File: src/rtl/dmem_arb_pkg.sv
// Shared types and default widths for the data-memory arbiter.
package dmem_arb_pkg;

  localparam int unsigned ADDR_W = 32;
  localparam int unsigned DATA_W = 32;

  typedef enum logic {S_CPU, S_AUX} dmem_arb_state_t;

endpackage

File: src/rtl/dmem_arbiter.sv
// Shares a single-port data memory between the MEM stage and an auxiliary requester.
// CPU has priority; an aging counter bounds the aux wait, and the pipeline stalls during aux slots.
module dmem_arbiter #(
  parameter int unsigned ADDR_W   = dmem_arb_pkg::ADDR_W,
  parameter int unsigned DATA_W   = dmem_arb_pkg::DATA_W,
  parameter int unsigned MAX_WAIT = 4
) (
  input  logic              clk_i,
  input  logic              rst_ni,
  input  logic              cpu_mem_read_i,
  input  logic              cpu_mem_write_i,
  input  logic [ADDR_W-1:0] cpu_addr_i,
  input  logic [DATA_W-1:0] cpu_wdata_i,
  output logic [DATA_W-1:0] cpu_rdata_o,
  output logic              cpu_stall_o,
  input  logic              aux_req_i,
  input  logic              aux_we_i,
  input  logic [ADDR_W-1:0] aux_addr_i,
  input  logic [DATA_W-1:0] aux_wdata_i,
  output logic              aux_ack_o,
  output logic [DATA_W-1:0] aux_rdata_o,
  output logic [ADDR_W-1:0] mem_address_o,
  output logic [DATA_W-1:0] mem_write_data_o,
  output logic              mem_read_o,
  output logic              mem_write_o,
  input  logic [DATA_W-1:0] mem_read_data_i
);
  import dmem_arb_pkg::*;

  localparam int unsigned WaitW = $clog2(MAX_WAIT + 1);
  localparam logic [WaitW-1:0] WaitLast = WaitW'(MAX_WAIT - 1);
  localparam logic [WaitW-1:0] WaitMax  = WaitW'(MAX_WAIT);

  dmem_arb_state_t  state_q, state_d;
  logic [WaitW-1:0] wait_q, wait_d;
  logic             cpu_active;
  logic             aux_sel;

  assign cpu_active = cpu_mem_read_i | cpu_mem_write_i;
  assign aux_sel    = (state_q == S_AUX);

  always_comb begin
    state_d = state_q;
    wait_d  = wait_q;
    unique case (state_q)
      S_CPU: begin
        if (aux_req_i && (!cpu_active || wait_q == WaitLast)) begin
          state_d = S_AUX;
        end else if (aux_req_i && cpu_active && wait_q != WaitMax) begin
          wait_d = wait_q + 1'b1;
        end
      end
      S_AUX: begin
        // Always hand back to the CPU so it gets at least one cycle between aux slots.
        state_d = S_CPU;
        wait_d  = '0;
      end
      default: begin
        state_d = S_CPU;
        wait_d  = '0;
      end
    endcase
  end

  always_ff @(posedge clk_i or negedge rst_ni) begin
    if (!rst_ni) begin
      state_q <= S_CPU;
      wait_q  <= '0;
    end else begin
      state_q <= state_d;
      wait_q  <= wait_d;
    end
  end

  // Stall and ack decode from the registered state, so aux_req never reaches cpu_stall.
  always_comb begin
    mem_address_o    = cpu_addr_i;
    mem_write_data_o = cpu_wdata_i;
    mem_read_o       = cpu_mem_read_i;
    mem_write_o      = cpu_mem_write_i;
    cpu_stall_o      = 1'b0;
    aux_ack_o        = 1'b0;
    if (aux_sel) begin
      mem_address_o    = aux_addr_i;
      mem_write_data_o = aux_wdata_i;
      mem_read_o       = aux_req_i & ~aux_we_i;
      mem_write_o      = aux_req_i & aux_we_i;
      cpu_stall_o      = cpu_active;
      aux_ack_o        = aux_req_i;
    end
  end

  assign cpu_rdata_o = mem_read_data_i;
  assign aux_rdata_o = mem_read_data_i;

endmodule

File: config.mk
export PLATFORM = sky130hd
export DESIGN_NAME = dmem_arbiter
export DESIGN_NICKNAME = d
export VERILOG_FILES = /design/src/rtl/dmem_arb_pkg.sv /design/src/rtl/dmem_arbiter.sv
export SDC_FILE = /design/constraint.sdc
export NUM_CORES = 1
export LEC_CHECK = 0
export ABC_AREA = 1
export BUFFER_PORTS_ARGS = -buffer_cell sky130_fd_sc_hd__buf_2
export CAP_MARGIN = 25
export CORE_AREA = 3 3 116 118
export DETAILED_ROUTE_END_ITERATION = 10
export DIE_AREA = 0 0 119 121
export PLACE_DENSITY_LB_ADDON = 0.1
export SETUP_SLACK_MARGIN = 0.05
export SYNTH_ARGS = -nofsm -noshare
export SYNTH_HDL_FRONTEND = slang
export SYNTH_SLANG_ARGS = --single-unit
export TNS_END_PERCENT = 5
File: constraint.sdc
create_clock -name clk_i -period 1.3 [get_ports clk_i]
set_input_delay 0.26 -clock clk_i [delete_from_list [all_inputs] [get_ports clk_i]]
set_output_delay 0.26 -clock clk_i [all_outputs]
set_load 0.05 [all_outputs]
# Word level (Yosys, flattened, before mapping)

Index checks and enable logic that the tools add are counted.

Flip-flop bits (word level): 4
Bits of input ports: 166
Output and inout port bits: 132
Logic and storage cells: 29

Muxes and demuxes: 11
Reduce and logical (&&, ||, !) cells: 6
Add/subtract/negate cells: 1
Equal/unequal tests: 4
Bitwise logic cells: 5

Operators by type and width:

| operator                                                        | count |
|---|---|
| 32-bit two-way mux                                              | 2 |
| 3-bit two-way mux                                               | 2 |
| 3-bit one-hot mux with 2 select lines                           | 1 |
| 1-bit two-way mux                                               | 5 |
| 2-bit inequality test, second input constant                    | 2 |
| 3-bit by 1-bit adder with 3-bit output, second input constant   | 1 |
| 3-bit by 2-bit == test with 1-bit output, second input constant | 1 |
| 1-bit logical AND                                               | 3 |
| 3-bit inequality test, second input constant                    | 1 |
| 1-bit bitwise AND                                               | 2 |
| 1-bit inverter                                                  | 2 |
| 1-bit one-hot mux with 2 select lines                           | 1 |
| 2-bit AND reduction                                             | 1 |
| 1-bit logical NOT                                               | 1 |
| 1-bit logical OR                                                | 1 |
| 1-bit bitwise OR                                                | 1 |

# Longest topological paths before layout

Gate-level depths: netlist of run 1.

Depth in word-level cells: 6
Mapped depth: 7
Mapped depth without buffers: 7

# Least setup slack after synthesis of run 1

Ideal clock, no wire load.

Path kind: flip-flop to output port
From: reg state_q, in the netlist aux_sel
To: out mem_read_o
Slack: -0.490 ns
Data arrival time: 1.530 ns
Stages on the path, launching flop included: 3
Required time: 1.040 ns
Path buffers: 0
Cell sequence: dfrtp_1 nand2_1 o21ai_0

Cells in the longest elaborated chain, start to end: 1

RTL lines:

| what                   | line               | text |
|---|---|---|
| from (decl)            | dmem_arbiter.sv:34 | `dmem_arb_state_t state_q, state_d;` |
| from (signal assigned) | dmem_arbiter.sv:70 | `state_q <= state_d;` |
| 1-bit two-way mux      | dmem_arbiter.sv:83 | `if (aux_sel) begin` |
| to (decl)              | dmem_arbiter.sv:24 | `output logic mem_read_o,` |

No other way between the ends.

# Worst setup path in the final report of run 1

From: reg state_q, in the netlist aux_sel
To: out mem_write_data_o[15]

Cells in the longest elaborated chain, start to end: 1

RTL lines:

| what               | line               | text |
|---|---|---|
| 32-bit two-way mux | dmem_arbiter.sv:83 |  |
| to (decl)          | dmem_arbiter.sv:23 | `output logic [DATA_W-1:0] mem_write_data_o,` |

No other way between the ends.

==> results of run 1 <==
## layout make-up
class | count | share of cell area [%]
timing repair buffer | 217 | 55.05
clock buffer | 4 | 2.632
sequential | 4 | 3.383
multi-input combinational | 221 | 30.70
inverter | 6 | 1.044
tap | 172 | 7.185
## what timing repair did
item | 4_1_cts | 5_1_grt
pin swaps | 3 | 5
gates resized for setup | 136 | 9
endpoints found under the hold margin | 4 | 0
gates cloned | 0 | 3
endpoints found under the setup margin | 72 | 71
hold buffers | 1 | 0
## state kept, by name, indices dropped and copies added, names as in the netlist
signal / flops
aux_sel: 1
wait_q: 3
## metal layers
metal	GRT usage, %	wire (µm)	vias to the layer above
met2	18.05	4125	128
met4	1.665	121	4
li1	-	-	1141
met5	0	21	-
met3	3.497	721	25
met1	8.773	2608	923
## logic make-up after synthesis
kind of cell,after synthesis,synth area share (%)
AND/OR/NAND/NOR,214,51.84
buffers and inverters,84,37.42
AO/OA/AOI/OAI,4,1.923
flip-flops,4,6.411
adder cells (fa/ha/maj),3,2.404
## through the flow
step	instance area (µm²)	TNS (ps)
after global placement	2374	-4168
after global routing	2995	-20910
final	2995	-15580
after CTS	2892	-16050
after detailed placement	2374	-4869
after floorplan	1585	-4181
## worst max-delay path, cell delays in order (launching register included)
cell	delay, ps
dfrtp_2	450
inv_6	130
clkbuf_16	190
nand2_1	60
nand2_1	70
buf_6	160
## worst max-delay path by stage
stage                 start              endpoint  slack, ps
floorplan           aux_sel           mem_write_o       -120
global placement    aux_sel            mem_read_o        -90
detailed placement  aux_sel      mem_address_o[5]       -110
CTS                 aux_sel      mem_address_o[5]       -280
global route        aux_sel  mem_write_data_o[11]       -330
finish              aux_sel  mem_write_data_o[15]       -250
## report_power, final
part / switching (mW) / internal [mW]
Combinational: 2.36 / 1.39
Sequential: 0.0420 / 0.181
Clock: 0.0829 / 0.405
Total: 2.48 / 1.98
## placed cells by master (no fill, tap or decap), types with 2 or more instances in the layout
cell and n:
buf_6 68, nand3_1 2, inv_1 4, buf_4 7, buf_2 134, nor2_1 7
nand2_1 199, buf_12 3, nand2_2 2, clkbuf_16 6, nor2_2 2, dfrtp_1 3
==> results.tsv, run 1 <==
metric	value	unit
Iteration-0 DRC Markers	61	
pin count of the biggest net entering global routing	35	
fraction of layout cells with a size suffix above 1	51.33	%
syn_nets	478	
crit path DAT	1290	ps
violated checks	setup timing	
endpoints failing hold	0	
die area	14400	µm²
f_max	643.3	MHz
Tot Pwr	4.460	mW
Sequential Area	101.3	µm²
leakage power	1.802	nW
CTS tree	built	
Ant. Diodes	0	
RSZ-0062 raised after global routing	true	
placed insts	616	
PD cells	1489	nW/µm²
Initial Util	12.42	%
# rows	41	
Layout Cells excl Fill	624	
GPL Wtd Cong	0.7247	
R2R Setup Slk	30	ps
critical path class	register to primary output	
Netlist cell types	16	
post-place setup slack	-111.6	ps
Tmin final	1554	ps
peak supply drop	0.5793	mV
first-pass GRT wire length	10800	µm
CTS root buf	clkbuf_16	
DR vias	2221	
Skew-Pair Late Insertion Delay	220	ps
Detailed Route WL	7598	µm
area grow syn2layout	91.83	%
vias per inst	3.559	
Critical R2R Capture	wait_q[1]	
grt ovf	0	
worst-path maximum fanout	17	
end-of-flow core utilization	23.83	%
DRC	0	
Multi-input gate area	919.6	µm²
yosys warns	0	
Slew Viols, Final	0	
setup ws final	-254.4	ps
Critical Path RT	1040	ps
cell area after synthesis	1561	µm²
prevailing post-synth register cell	dfrtp_1	
antenna violations before repair	2	
post-CTS setup buffer count	0	
top cell type's share of synthesized area	48.32	%
Die W	119	µm
Worst-path clk slew	30	ps
most numerous cell in the Yosys netlist	nand2_1	
1st-pass router iterations	4	
fillcell total	1448	
vias in the first global route	2325	
min-delay worst type	primary input to async pin	
flop and latch count out of synthesis	4	
Mapped Cells	309	
total track usage	9.043	%
Slew headroom	79.43	%
dpl hpwl	5749	µm
asr flop ratio synth	100.0	%
Max Cap Violations	0	
post-synth top area cell	nand2_1	
reg2reg start	wait_q[1]	
H-tree depth	1	
Routed WL per cell	12.18	µm
register area share after synthesis	6.410	%
core area	12570	µm²
io pins	298	
Worst Tran Pin Value	307.4	ps
port bufs	201	
Worst setup SP type	register	
R2R cell count	7	
endpoint type of the worst setup path	primary output	
Mean Syn Cell Area	5.053	µm²
clock sink total	4	
Max Root-Sink Buffers	2	
DRT antenna net count	0	
top cells by area, synth	nand2_1 48%, buf_4 34%, dfrtp_1 6.4%, ha_1 2.4%, nor2_1 2.2%	
Final setup viols	68	
worst hold slack	367.6	ps
TritonCTS buffer count	3	
outcome	finished, violations left	
Clock Skew	3.077	ps
die span in y	121	µm
Final Net Count	622	
number of synthesized flops with an enable pin	0	
top cells by count, synth	201 x nand2_1, 70 x buf_4, 9 x nor2_1, 5 x buf_2, 5 x inv_1	
final period utilization	119.6	%
No activity file was read; power rests on OpenSTA's default activity.
==> run 2, diff against run 1 <==
--- a/config.mk
+++ b/config.mk
@@ -11,7 +11,7 @@
 export CORE_AREA = 3 3 116 118
 export DETAILED_ROUTE_END_ITERATION = 10
 export DIE_AREA = 0 0 119 121
-export PLACE_DENSITY_LB_ADDON = 0.1
+export PLACE_DENSITY = 0.55
 export SETUP_SLACK_MARGIN = 0.05
 export SYNTH_ARGS = -nofsm -noshare
 export SYNTH_HDL_FRONTEND = slang
==> results.tsv, run 2 (same netlist as run 1, synthesis figures left out) <==
metric	value	unit	change
# rows	41		unchanged
setup_tns	-16210	ps	-631.8 ps
met1 Use GR	9.552	%	+0.78 points
Slew headroom	74.92	%	-4.5 points
Worst-path clk slew	30	ps	about the same
Worst setup SP type	register		
total track usage	8.526	%	-0.52 points
endpoints failing hold	0		unchanged
GR Util met3	2.424	%	-1.1 points
CP dominant cell by count	nand2_1		
reg2reg start	wait_q[0]		
grt ovf	0		unchanged
Max Root-Sink Buffers	2		unchanged
critical path class	register to primary output		
port bufs	201		unchanged
CTS tree	built		
Tot Pwr	4.367	mW	-2.1%
Critical Path RT	1040	ps	about the same
commonest non-fill, non-tap cells in the layout	188 x nand2_1, 133 x buf_2, 57 x buf_6, 13 x nand2_2		
worst-path maximum fanout	37		+20
Skew-Pair Late Insertion Delay	230	ps	about the same
R2R Setup Slk	50	ps	+20 ps
post-place setup slack	-118.3	ps	-6.687 ps
die span in y	121	µm	unchanged
placed insts	612		-0.65%
Final Net Count	615		-1.1%
dpl hpwl	5461	µm	-5.0%
final period utilization	121.3	%	+1.7 points
leakage power	1.758	nW	-2.5%
violated checks	setup timing		
PD cells	1478	nW/µm²	-0.70%
met2 Resource Use GR	15.47	%	-2.6 points
min-delay worst type	primary input to async pin		
Routed WL per cell	11.29	µm	-7.3%
H-tree depth	1		unchanged
clock sink total	4		unchanged
setup ws final	-277.0	ps	-22.61 ps
Tmin final	1577	ps	+22.61 ps
DRT antenna net count	0		unchanged
TritonCTS buffer count	3		unchanged
Clock Skew	3.690	ps	+0.6134 ps
antenna violations before repair	0		-2
Layout Cells excl Fill	617		-1.1%
CP Cell Sequence	inv_4 > buf_12 > nand2_1 > nand2_1 > buf_6		
Die W	119	µm	unchanged
vias per inst	3.601		+1.2%
Iteration-0 DRC Markers	75		+23%
area grow syn2layout	89.18	%	
Critical-path top delay cell	dfrtp_2		
Bufs and invs on worst path	3		unchanged
Final setup viols	68		unchanged
endpoint type of the worst setup path	primary output		
f_max	634.1	MHz	-1.4%
RSZ-0062 raised after global routing	true		
DRC	0		unchanged
Max Cap Violations	0		unchanged
end-of-flow core utilization	23.50	%	-0.33 points
core area	12570	µm²	unchanged
Largest register FFs	3		unchanged
outcome	finished, violations left		
family with the most delay on the worst path	flip-flops		
pin count of the biggest net entering global routing	40		+14%
DR vias	2222		+0.045%
most common cell after layout, fill and taps aside	nand2_1		
crit path DAT	1320	ps	+30 ps
Critical R2R Capture	wait_q[1]		
Worst Tran Pin Value	374.8	ps	+67.42 ps
vias in the first global route	2109		-9.3%
Slew Viols, Final	0		unchanged
CTS root buf	clkbuf_16		
Ant. Diodes	0		unchanged
Detailed Route WL	6963	µm	-8.4%
register with the most flip-flops	wait_q		
peak supply drop	1.162	mV	+100%
1st-pass router iterations	4		unchanged
die area	14400	µm²	unchanged
GRT busiest layer	met2		
Initial Util	12.42	%	unchanged
GPL Wtd Cong	0.8135		+12%
io pins	298		unchanged
fraction of layout cells with a size suffix above 1	52.81	%	+1.5 points
first-pass GRT wire length	10310	µm	-4.5%
R2R cell count	8		+1
worst stage delay on the critical path	450	ps	about the same
## run 2: area by class of cell
class / count / area (µm²)
flip-flops and latches: 4 / 101.3
clock buffers: 4 / 78.83
fillers: 1417 / 9614
repair buffers: 210 / 1595
well taps: 172 / 215.2
multi-input cells: 221 / 934.6
inverters: 6 / 28.78
## run 2: metal layers
layer / share of wire (%) / vias to the layer above
met4: 2.8 / 0
met3: 9.3 / 31
met2: 51 / 121
met1: 37 / 943
li1: - / 1127
met5: 0 / -
## run 2: power by group
| group | total (mW) | internal (mW) | switching, mW |
|---|---|---|---|
| logic | 3.64 | 1.33 | 2.32 |
| registers | 0.222 | 0.181 | 0.0408 |
| clock network | 0.502 | 0.406 | 0.0962 |
| total | 4.37 | 1.91 | 2.45 |
## run 2: worst max-delay path by stage
stage / startpoint / endpoint / slack, ps / cells after the start
after floorplan: aux_sel / mem_write_o / -120 / 3
after global placement: aux_sel / mem_write_data_o[25] / -130 / 4
after detailed placement: aux_sel / mem_write_data_o[30] / -120 / 5
after CTS: aux_sel / mem_write_data_o[22] / -290 / 5
after global routing: aux_sel / mem_address_o[3] / -340 / 5
final: aux_sel / mem_address_o[3] / -280 / 5
## run 2: worst register-to-register path, cell delays in order (launching register included)
cell and delay [ps]:
dfrtp_1 350, buf_4 120, inv_1 40, ha_1 210
a21oi_2 180, nand2_1 90, nand2_1 60, nand2_1 40
nor2_1 90
## run 2: timing repair
action | in CTS | in global routing
pin swaps | 2 | 1
buffers inserted | 0 | 0
gates resized for setup | 138 | 16
hold buffers | 1 | 0
endpoints found under the hold margin | 4 | 0
setup endpoints to repair | 71 | 71
## run 2: per-stage QoR
| step | cell area, µm² | hold slack (ps) |
|---|---|---|
| 2_1_floorplan | 1585 | -35.59 |
| 3_3_place_gp | 2389 | 75.60 |
| 3_5_place_dp | 2389 | 76.43 |
| 4_1_cts | 2904 | 367.9 |
| 5_1_grt | 2954 | 394.8 |
| 6_report | 2954 | 376.1 |
